**src/rtl/conv2_pkg.sv**
```systemverilog
// conv2_pkg: shared conv2 state encoding and default feature-map geometry
package conv2_pkg;
    typedef enum logic [2:0] {IDLE, CLEAR, FETCH, DRAIN, NEXT, DONE} state_t;
    localparam int WIDTH_DEF     = 12;
    localparam int HEIGHT_DEF    = 12;
    localparam int CHANNELS_DEF  = 3;
    localparam int FLUSH_PIX_DEF = 12;
    localparam int PIX_PER_CH    = WIDTH_DEF * HEIGHT_DEF;
endpackage

```
**src/rtl/conv2_addr_gen.sv**
```systemverilog
// conv2_addr_gen: channel/pixel counters and pool-RAM address for the conv2 sequencer
module conv2_addr_gen
    import conv2_pkg::*;
#(
    parameter int PIX       = PIX_PER_CH,
    parameter int ADDR_BITS = 10
) (
    input  logic                 clk,
    input  logic                 rst,
    input  logic                 ch_clr,
    input  logic                 pix_clr,
    input  logic                 ch_inc,
    input  logic                 en,
    output logic [1:0]           ch,
    output logic [ADDR_BITS-1:0] pix,
    output logic [ADDR_BITS-1:0] mem_addr
);
    // channel index: cleared on a fresh start, advanced between channels
    always_ff @(posedge clk) begin
        if (rst || ch_clr) ch <= '0;
        else if (ch_inc)   ch <= ch + 1'b1;
    end
    // pixel index within the channel: advances once per issued read
    always_ff @(posedge clk) begin
        if (rst || pix_clr) pix <= '0;
        else if (en)        pix <= pix + 1'b1;
    end
    assign mem_addr = ADDR_BITS'(ch) * ADDR_BITS'(PIX) + pix;
endmodule

```
**src/rtl/conv2_ctrl.sv**
```systemverilog
// conv2_ctrl: streams pooled channels from pool RAM into the conv2 window buffer
module conv2_ctrl
    import conv2_pkg::*;
#(
    parameter int WIDTH     = WIDTH_DEF,
    parameter int HEIGHT    = HEIGHT_DEF,
    parameter int CHANNELS  = CHANNELS_DEF,
    parameter int DATA_BITS = 14,
    parameter int ADDR_BITS = 10,
    parameter int FLUSH_PIX = FLUSH_PIX_DEF
) (
    input  logic                 clk,
    input  logic                 rst,
    input  logic                 start,
    input  logic                 hold,
    output logic                 busy,
    output logic                 done,
    output logic                 mem_rd_en,
    output logic [ADDR_BITS-1:0] mem_addr,
    input  logic [DATA_BITS-1:0] mem_rd_data,
    output logic                 buf_clear,
    output logic                 buf_valid_in,
    output logic [DATA_BITS-1:0] buf_data_in,
    input  logic                 buf_valid_out,
    output logic                 win_valid,
    output logic [1:0]           win_ch,
    output logic                 win_last_ch
);
    localparam int PIX     = WIDTH * HEIGHT;
    localparam int FC_BITS = $clog2(FLUSH_PIX + 1);

    state_t               state, state_nx;
    logic [1:0]           ch;
    logic [ADDR_BITS-1:0] pix;
    logic [FC_BITS-1:0]   flush_cnt;
    logic                 flush_issue;
    logic                 rd_q;
    logic                 last_ch;

    assign last_ch = ch == 2'(CHANNELS - 1);

    conv2_addr_gen #(.PIX(PIX), .ADDR_BITS(ADDR_BITS)) u_addr_gen (
        .clk      (clk),
        .rst      (rst),
        .ch_clr   (state == IDLE && start),
        .pix_clr  (state == CLEAR),
        .ch_inc   (state == NEXT && !last_ch),
        .en       (mem_rd_en),
        .ch       (ch),
        .pix      (pix),
        .mem_addr (mem_addr)
    );

    // state register
    always_ff @(posedge clk) state <= rst ? IDLE : state_nx;

    // next state and state-decoded strobes; hold only gates FETCH reads and flush issue
    always_comb begin
        state_nx    = state;
        busy        = state == CLEAR || state == FETCH || state == DRAIN || state == NEXT;
        done        = state == DONE;
        buf_clear   = state == CLEAR;
        mem_rd_en   = state == FETCH && !hold;
        flush_issue = state == DRAIN && !hold && flush_cnt < FC_BITS'(FLUSH_PIX);
        case (state)
            IDLE:    state_nx = start ? CLEAR : IDLE;
            CLEAR:   state_nx = FETCH;
            FETCH:   state_nx = (!hold && pix == ADDR_BITS'(PIX - 1)) ? DRAIN : FETCH;
            DRAIN:   state_nx = (flush_cnt == FC_BITS'(FLUSH_PIX)) ? NEXT : DRAIN;
            NEXT:    state_nx = last_ch ? DONE : CLEAR;
            DONE:    state_nx = IDLE;
            default: state_nx = IDLE;
        endcase
    end

    // flush pixels issued so far in this DRAIN; the extra terminal count lets the last one land
    always_ff @(posedge clk) begin
        if (rst || state != DRAIN) flush_cnt <= '0;
        else if (flush_issue)      flush_cnt <= flush_cnt + 1'b1;
    end

    // delivery stage lines the strobe up with the RAM's registered read data
    always_ff @(posedge clk) begin
        if (rst) begin
            rd_q         <= 1'b0;
            buf_valid_in <= 1'b0;
            win_ch       <= '0;
        end else begin
            rd_q         <= mem_rd_en;
            buf_valid_in <= mem_rd_en | flush_issue;
            win_ch       <= ch;
        end
    end

    assign buf_data_in = rd_q ? mem_rd_data : '0;
    assign win_valid   = buf_valid_out & busy;
    assign win_last_ch = win_ch == 2'(CHANNELS - 1);
endmodule

```
**config.mk**
```make
export PLATFORM = sky130hd
export DESIGN_NAME = conv2_ctrl
export DESIGN_NICKNAME = d
export VERILOG_FILES = /design/src/rtl/conv2_pkg.sv /design/src/rtl/conv2_addr_gen.sv /design/src/rtl/conv2_ctrl.sv
export SDC_FILE = /design/constraint.sdc
export NUM_CORES = 1
export LEC_CHECK = 0
export CAP_MARGIN = 20
export CORE_MARGIN = 2
export CORE_UTILIZATION = 45
export CTS_BUF_LIST = sky130_fd_sc_hd__clkbuf_4
export DETAILED_ROUTE_END_ITERATION = 12
export PLACE_DENSITY = 0.85
export SYNTH_ARGS = -nofsm -noshare
export SYNTH_HDL_FRONTEND = slang
export SYNTH_HIERARCHICAL = 1
export SYNTH_SLANG_ARGS = --single-unit
```
**constraint.sdc**
```tcl
create_clock -name clk -period 2.5 [get_ports clk]
set_clock_uncertainty 0.15 [all_clocks]
set_input_delay 0.375 -clock clk [delete_from_list [all_inputs] [get_ports clk]]
set_output_delay 0.375 -clock clk [all_outputs]
set_load 0.02 [all_outputs]
```
Word-level counts from Yosys, hierarchy flattened --
Cells that the tools add are included.
Storage, ports and cells: register bits after elaboration 23
Operators by class: multiplexer cells 6, add/subtract/negate cells 4, bitwise logic cells 2, reductions and logical operators 15, $lt $le $gt $ge 1, equality and inequality tests 10, $mul 1
Operator list (number):
- $pmux W3 S5 | 1
- $mux W14 | 1
- $add A10 B1 Y10 const B | 1
- $add A10 B10 Y10 | 1
- $eq A10 B8 Y1 const B | 1
- $eq A3 B2 Y1 const B | 2
- $eq A3 B3 Y1 const B | 2
- $logic_and A1 B1 Y1 | 6
- $logic_or A1 B1 Y1 | 6
- $mul A2 B4 Y6 const B | 1
- $mux W3 | 2
- $add A4 B1 Y4 const B | 1
- $eq A2 B2 Y1 const B | 2
- $eq A4 B4 Y1 const B | 1
- $lt A4 B4 Y1 const B | 1
- $eq A3 B1 Y1 const B | 1
- $logic_not A3 Y1 | 1
- $ne A3 B2 Y1 const B | 1
- $add A2 B1 Y2 const B | 1
- $logic_not A1 Y1 | 2
- $mux W1 | 2
- $and A1 B1 Y1 | 1
- $or A1 B1 Y1 | 1

Logic depth before layout (Yosys ltp) --
depth after elaboration 5, mapped depth 7

Cells and area by module --
Netlist, hierarchy kept.
Modules (own cells, without submodules):
- conv2_addr_gen | instances 1, area each 686.9 µm², cells an instance 75
- conv2_ctrl | instances 1, area each 681.9 µm², cells an instance 78

Worst setup path before layout --
OpenSTA, ideal clock, no wires.
kind register -> register, from register state[1], to register u_addr_gen.pix[8], clock period less this slack 2.170 ns, arrival time 1.949 ns, path buffers 2, cell stages (with the launch flop) 8, setup slack 0.330 ns, cells stage by stage dfxtp_1 -> buf_4 -> or4b_4 -> clkinv_2 -> buf_2 -> nand4_4 -> or4_1 -> a21oi_1
Between the ends: word-level cells in the longest chain between the ends 2, elaborated cells between the ends (all ways) 4, those cells by class 2 x eq/ne; 2 x reduce/logical
Ends and longest elaborated chain:
- start: declaration | line conv2_ctrl.sv:32 | state_t state, state_nx;
- start signal: assignment | line conv2_ctrl.sv:55 | always_ff @(posedge clk) state <= rst ? IDLE : state_nx;
- $eq A3 B2 Y1 | line conv2_ctrl.sv:63 | mem_rd_en = state == FETCH && !hold;
- $logic_and A1 B1 Y1 | line conv2_ctrl.sv:63
- named net mem_rd_en | line conv2_ctrl.sv:18 | output logic mem_rd_en,
- end signal: assignment | line conv2_addr_gen.sv:26 | else if (en) pix <= pix + 1'b1;
- end: declaration | line conv2_addr_gen.sv:15 | output logic [ADDR_BITS-1:0] pix,
The timed path passes the listed nets, and every way through them passes these cells. A chain may end at the register's enable or synchronous reset.

Worst setup path in the final report --
from register u_addr_gen.ch[0], to output port mem_addr[9]
Between the ends: word-level cells in the longest chain between the ends 2
Ends and longest elaborated chain:
- start: declaration | line conv2_addr_gen.sv:14 | output logic [1:0] ch,
- start signal: assignment | line conv2_addr_gen.sv:21 | else if (ch_inc) ch <= ch + 1'b1;
- $mul A2 B4 Y6 | line conv2_addr_gen.sv:28 | assign mem_addr = ADDR_BITS'(ch) * ADDR_BITS'(PIX) + pix;
- $add A10 B10 Y10 | line conv2_addr_gen.sv:28
- end: declaration | line conv2_ctrl.sv:19 | output logic [ADDR_BITS-1:0] mem_addr,
No other way between the ends.

==> results.yml <==
worst_setup_path:
  required_ns: 1.98
  path_max_fanout: 6
  end_kind: "output pin"
  crit_arrival_ns: 1.89
  crit_path_max_incr_delay_ns: 0.34
  reg2reg_depth: 6
  critical_path.cell_chain: "buf_4 > ha_1 > nand3_1 > o21ai_1 > xor2_1 > dlygate4sd2_1"
  worstSetupPathType: "reg2out"
  startpoint_type: "flip-flop"
  slowest_stage: "dfxtp_1"
cts:
  clkSinkCount: 23
  clkTransAtPathRegs_ns: 0.12
  cts_root_buf: "clkbuf_4"
  cts_buffer_depth: 2
  postCtsSetupBuffers: 0
  cts_made_buffers: 3
  htree_levels: 1
  clk-insertion-delay-late_ns: 0.30
  tritoncts: "done"
  postCtsHoldBufs: 0
timing:
  slew_headroom_pct: 74.0
  period_share_pct: 96.8
  tightest_slew_ns: 0.388
  setup_slack_ns: 0.0804
  min_period_ns: 2.42
  finalHoldViolations: 0
  slew_violations: 0
  setup_violations: 0
  fin_tns_setup_ns: 0
  rsz0062_at_grt: "no"
  max_freq_ghz: 0.413
floorplanning:
  dieArea_mm2: 0.00350
  num_rows: 20
  io_pins: 52
  start_util_pct: 46.0
  die_w_um: 59.2
  die_y_um: 59.2
  core_mm2: 0.00298
route:
  vias_per_cell: 5.39
  avgRoutedWirePerCell_um: 12.7
  first_pass_iters: 4
  routed_wl_um: 3000
  vias: 1273
  ant_nets: 0
  drc_errors: 0
  drt_iter0_drc: 34
yosys:
  synth_seq_cells: 23
  yosysTopAreaCell: "dfxtp_1"
  ys_types: 43
  synth-main-ff-cell: "dfxtp_1"
  syn_nets: 180
  synth.area.top_cells: "dfxtp_1, and2_1, ha_1, xor2_1, xnor2_1"
  ys_warn_count: 6
  synthDominantCellAreaShare_pct: 33.6
  synthCells: 153
  avgSynthCellArea_um2: 8.95
  synth_edf_count: 0
  synthArstFlopShare_pct: 0
  syn_area_mm2: 0.00137
  synth_seq_area_share_pct: 33.6
power_and_ir_drop:
  max-vdd-ir-drop_v: 0.000189
  p_leak_nw: 0.789
  p_sw_mw: 0.182
  p_int_mw: 0.510
  powerDensity_mw_per_mm2: 360
  p_clk_share_pct: 24.1
  sequentialPowerShare_pct: 55.9
  p_comb_share_pct: 20.1
  sw_frac_of_total_pct: 26.3
finish:
  multiInputGateArea_um2: 825
  mostFrequentLayoutCells: "clkdlybuf4s50_1, dfxtp_1, and2_1"
  seq_area_um2: 463
  layout.nets: 231
  drive_gt1_share_pct: 12.3
  syn_to_final_growth_pct: 40.3
  n_fill_cell: 260
  antenna_cells: 0
  final_common_cell: "clkdlybuf4s50_1"
grt:
  grt_usage_pct: 17.8
  grt.overflow.total: 0
  grt_first_pass_wirelength_um: 4920
  first_global_vias: 1162
  grt_max_degree: 15
  antenna_found_initial: 0
placement:
  finalWeightedCongestion: 0.833
  dpl.hpwl_um: 2430
  portBuffers: 51
  place_ws_ns: -0.0585
worst_hold_path:
  holdPathStages: 2
  hold_class: "reg2reg"
job:
  maxCapViolations: 0
outcome:
  status: "completed"
## timing repair
item	in CTS	in global routing
pin swaps	0	0
endpoints found under the setup margin	5	3
gates resized for setup	8	4
## cell type report
type	count	share of cell area [%]
multi-input combinational	114	42.9
timing repair buffer	56	28.1
sequential	23	24.1
tap	33	2.15
inverter	6	1.24
clock buffer	3	1.17
clock inverter	1	0.261
## critical path: cells and delay by family, from the launching register on
family	cells	cell delay (ns)
compound gates	1	0.19
xor+xnor	1	0.15
fa+ha+maj	1	0.32
buf+inv	2	0.50
flops	1	0.34
simple gates	1	0.09
## path summary, 6_finish.rpt
kind / start / endpoint / slack [ns]
setup / recovery: u_addr_gen/ch[0] / mem_addr[9] / 0.08
setup reg to reg: state[1] / u_addr_gen/pix[8] / 0.27
hold reg to reg: u_addr_gen/pix[9] / u_addr_gen/pix[9] / 0.37
hold / removal: u_addr_gen/pix[9] / u_addr_gen/pix[9] / 0.37
## registers in the layout, indices dropped and copies added, names as in the netlist
register and cells:
win_ch 2, rd_q 1, flush_cnt 4, buf_valid_in 1, u_addr_gen/pix 10, state 3
u_addr_gen/ch 2
## cells in the mapped netlist (4+ instances only)
cell     instances
nor2b_1          5
a21oi_1         10
buf_4            5
dfxtp_1         23
o21ai_0          7
nor2_1           9
xor2_1           7
ha_1             7
nand2_1          7
inv_1            5
and2_1          15
xnor2_1          6
nor3_1           4
## power groups by stage
| stage | combinational, mW | sequential [mW] | clock, mW |
|---|---|---|---|
| finish | 0.139 | 0.386 | 0.166 |
| global route | 0.149 | 0.389 | 0.186 |
| CTS | 0.140 | 0.387 | 0.174 |
| detailed placement | 0.141 | 0.395 | 0 |
| global placement | 0.138 | 0.394 | 0 |
| floorplan | 0.0766 | 0.390 | 0 |
## routing by layer
| layer | part of all wire, % | wire length, um | track usage [%] | vias to the layer above |
|---|---|---|---|---|
| met2 | 48 | 1440 | 33.2 | 60 |
| met4 | 1.0 | 31 | 5.84 | 0 |
| met1 | 42 | 1260 | 19.8 | 570 |
| li1 | - | - | - | 639 |
| met3 | 9.0 | 271 | 3.71 | 4 |
| met5 | 0 | 0 | 0 | - |
## logic make-up (layout without fill, tap and decap cells)
logic type	count (synthesis)	count (layout)	synth area share, %
simple gates	64	64	30.3
compound gates	28	28	13.0
flops	23	23	33.6
buf+inv	16	66	6.12
xor+xnor	13	13	8.32
fa+ha+maj	8	8	7.86
mux	1	1	0.731
## through the flow
| stage | util, % | power, mW | area (um^2) | std cells | hold WS (ns) |
|---|---|---|---|---|---|
| 2_1_floorplan | - | 0.467 | 1370 | 153 | 0.297 |
| 3_3_place_gp | 63.7 | 0.532 | 1900 | 232 | 0.351 |
| 3_5_place_dp | 63.7 | 0.535 | 1900 | 232 | 0.357 |
| 4_1_cts | 64.6 | 0.701 | 1920 | 236 | 0.376 |
| 5_1_grt | 64.5 | 0.724 | 1920 | 236 | 0.409 |
| 6_report | 64.5 | 0.692 | 1920 | 236 | 0.375 |
(Power assumes the default switching activity.)
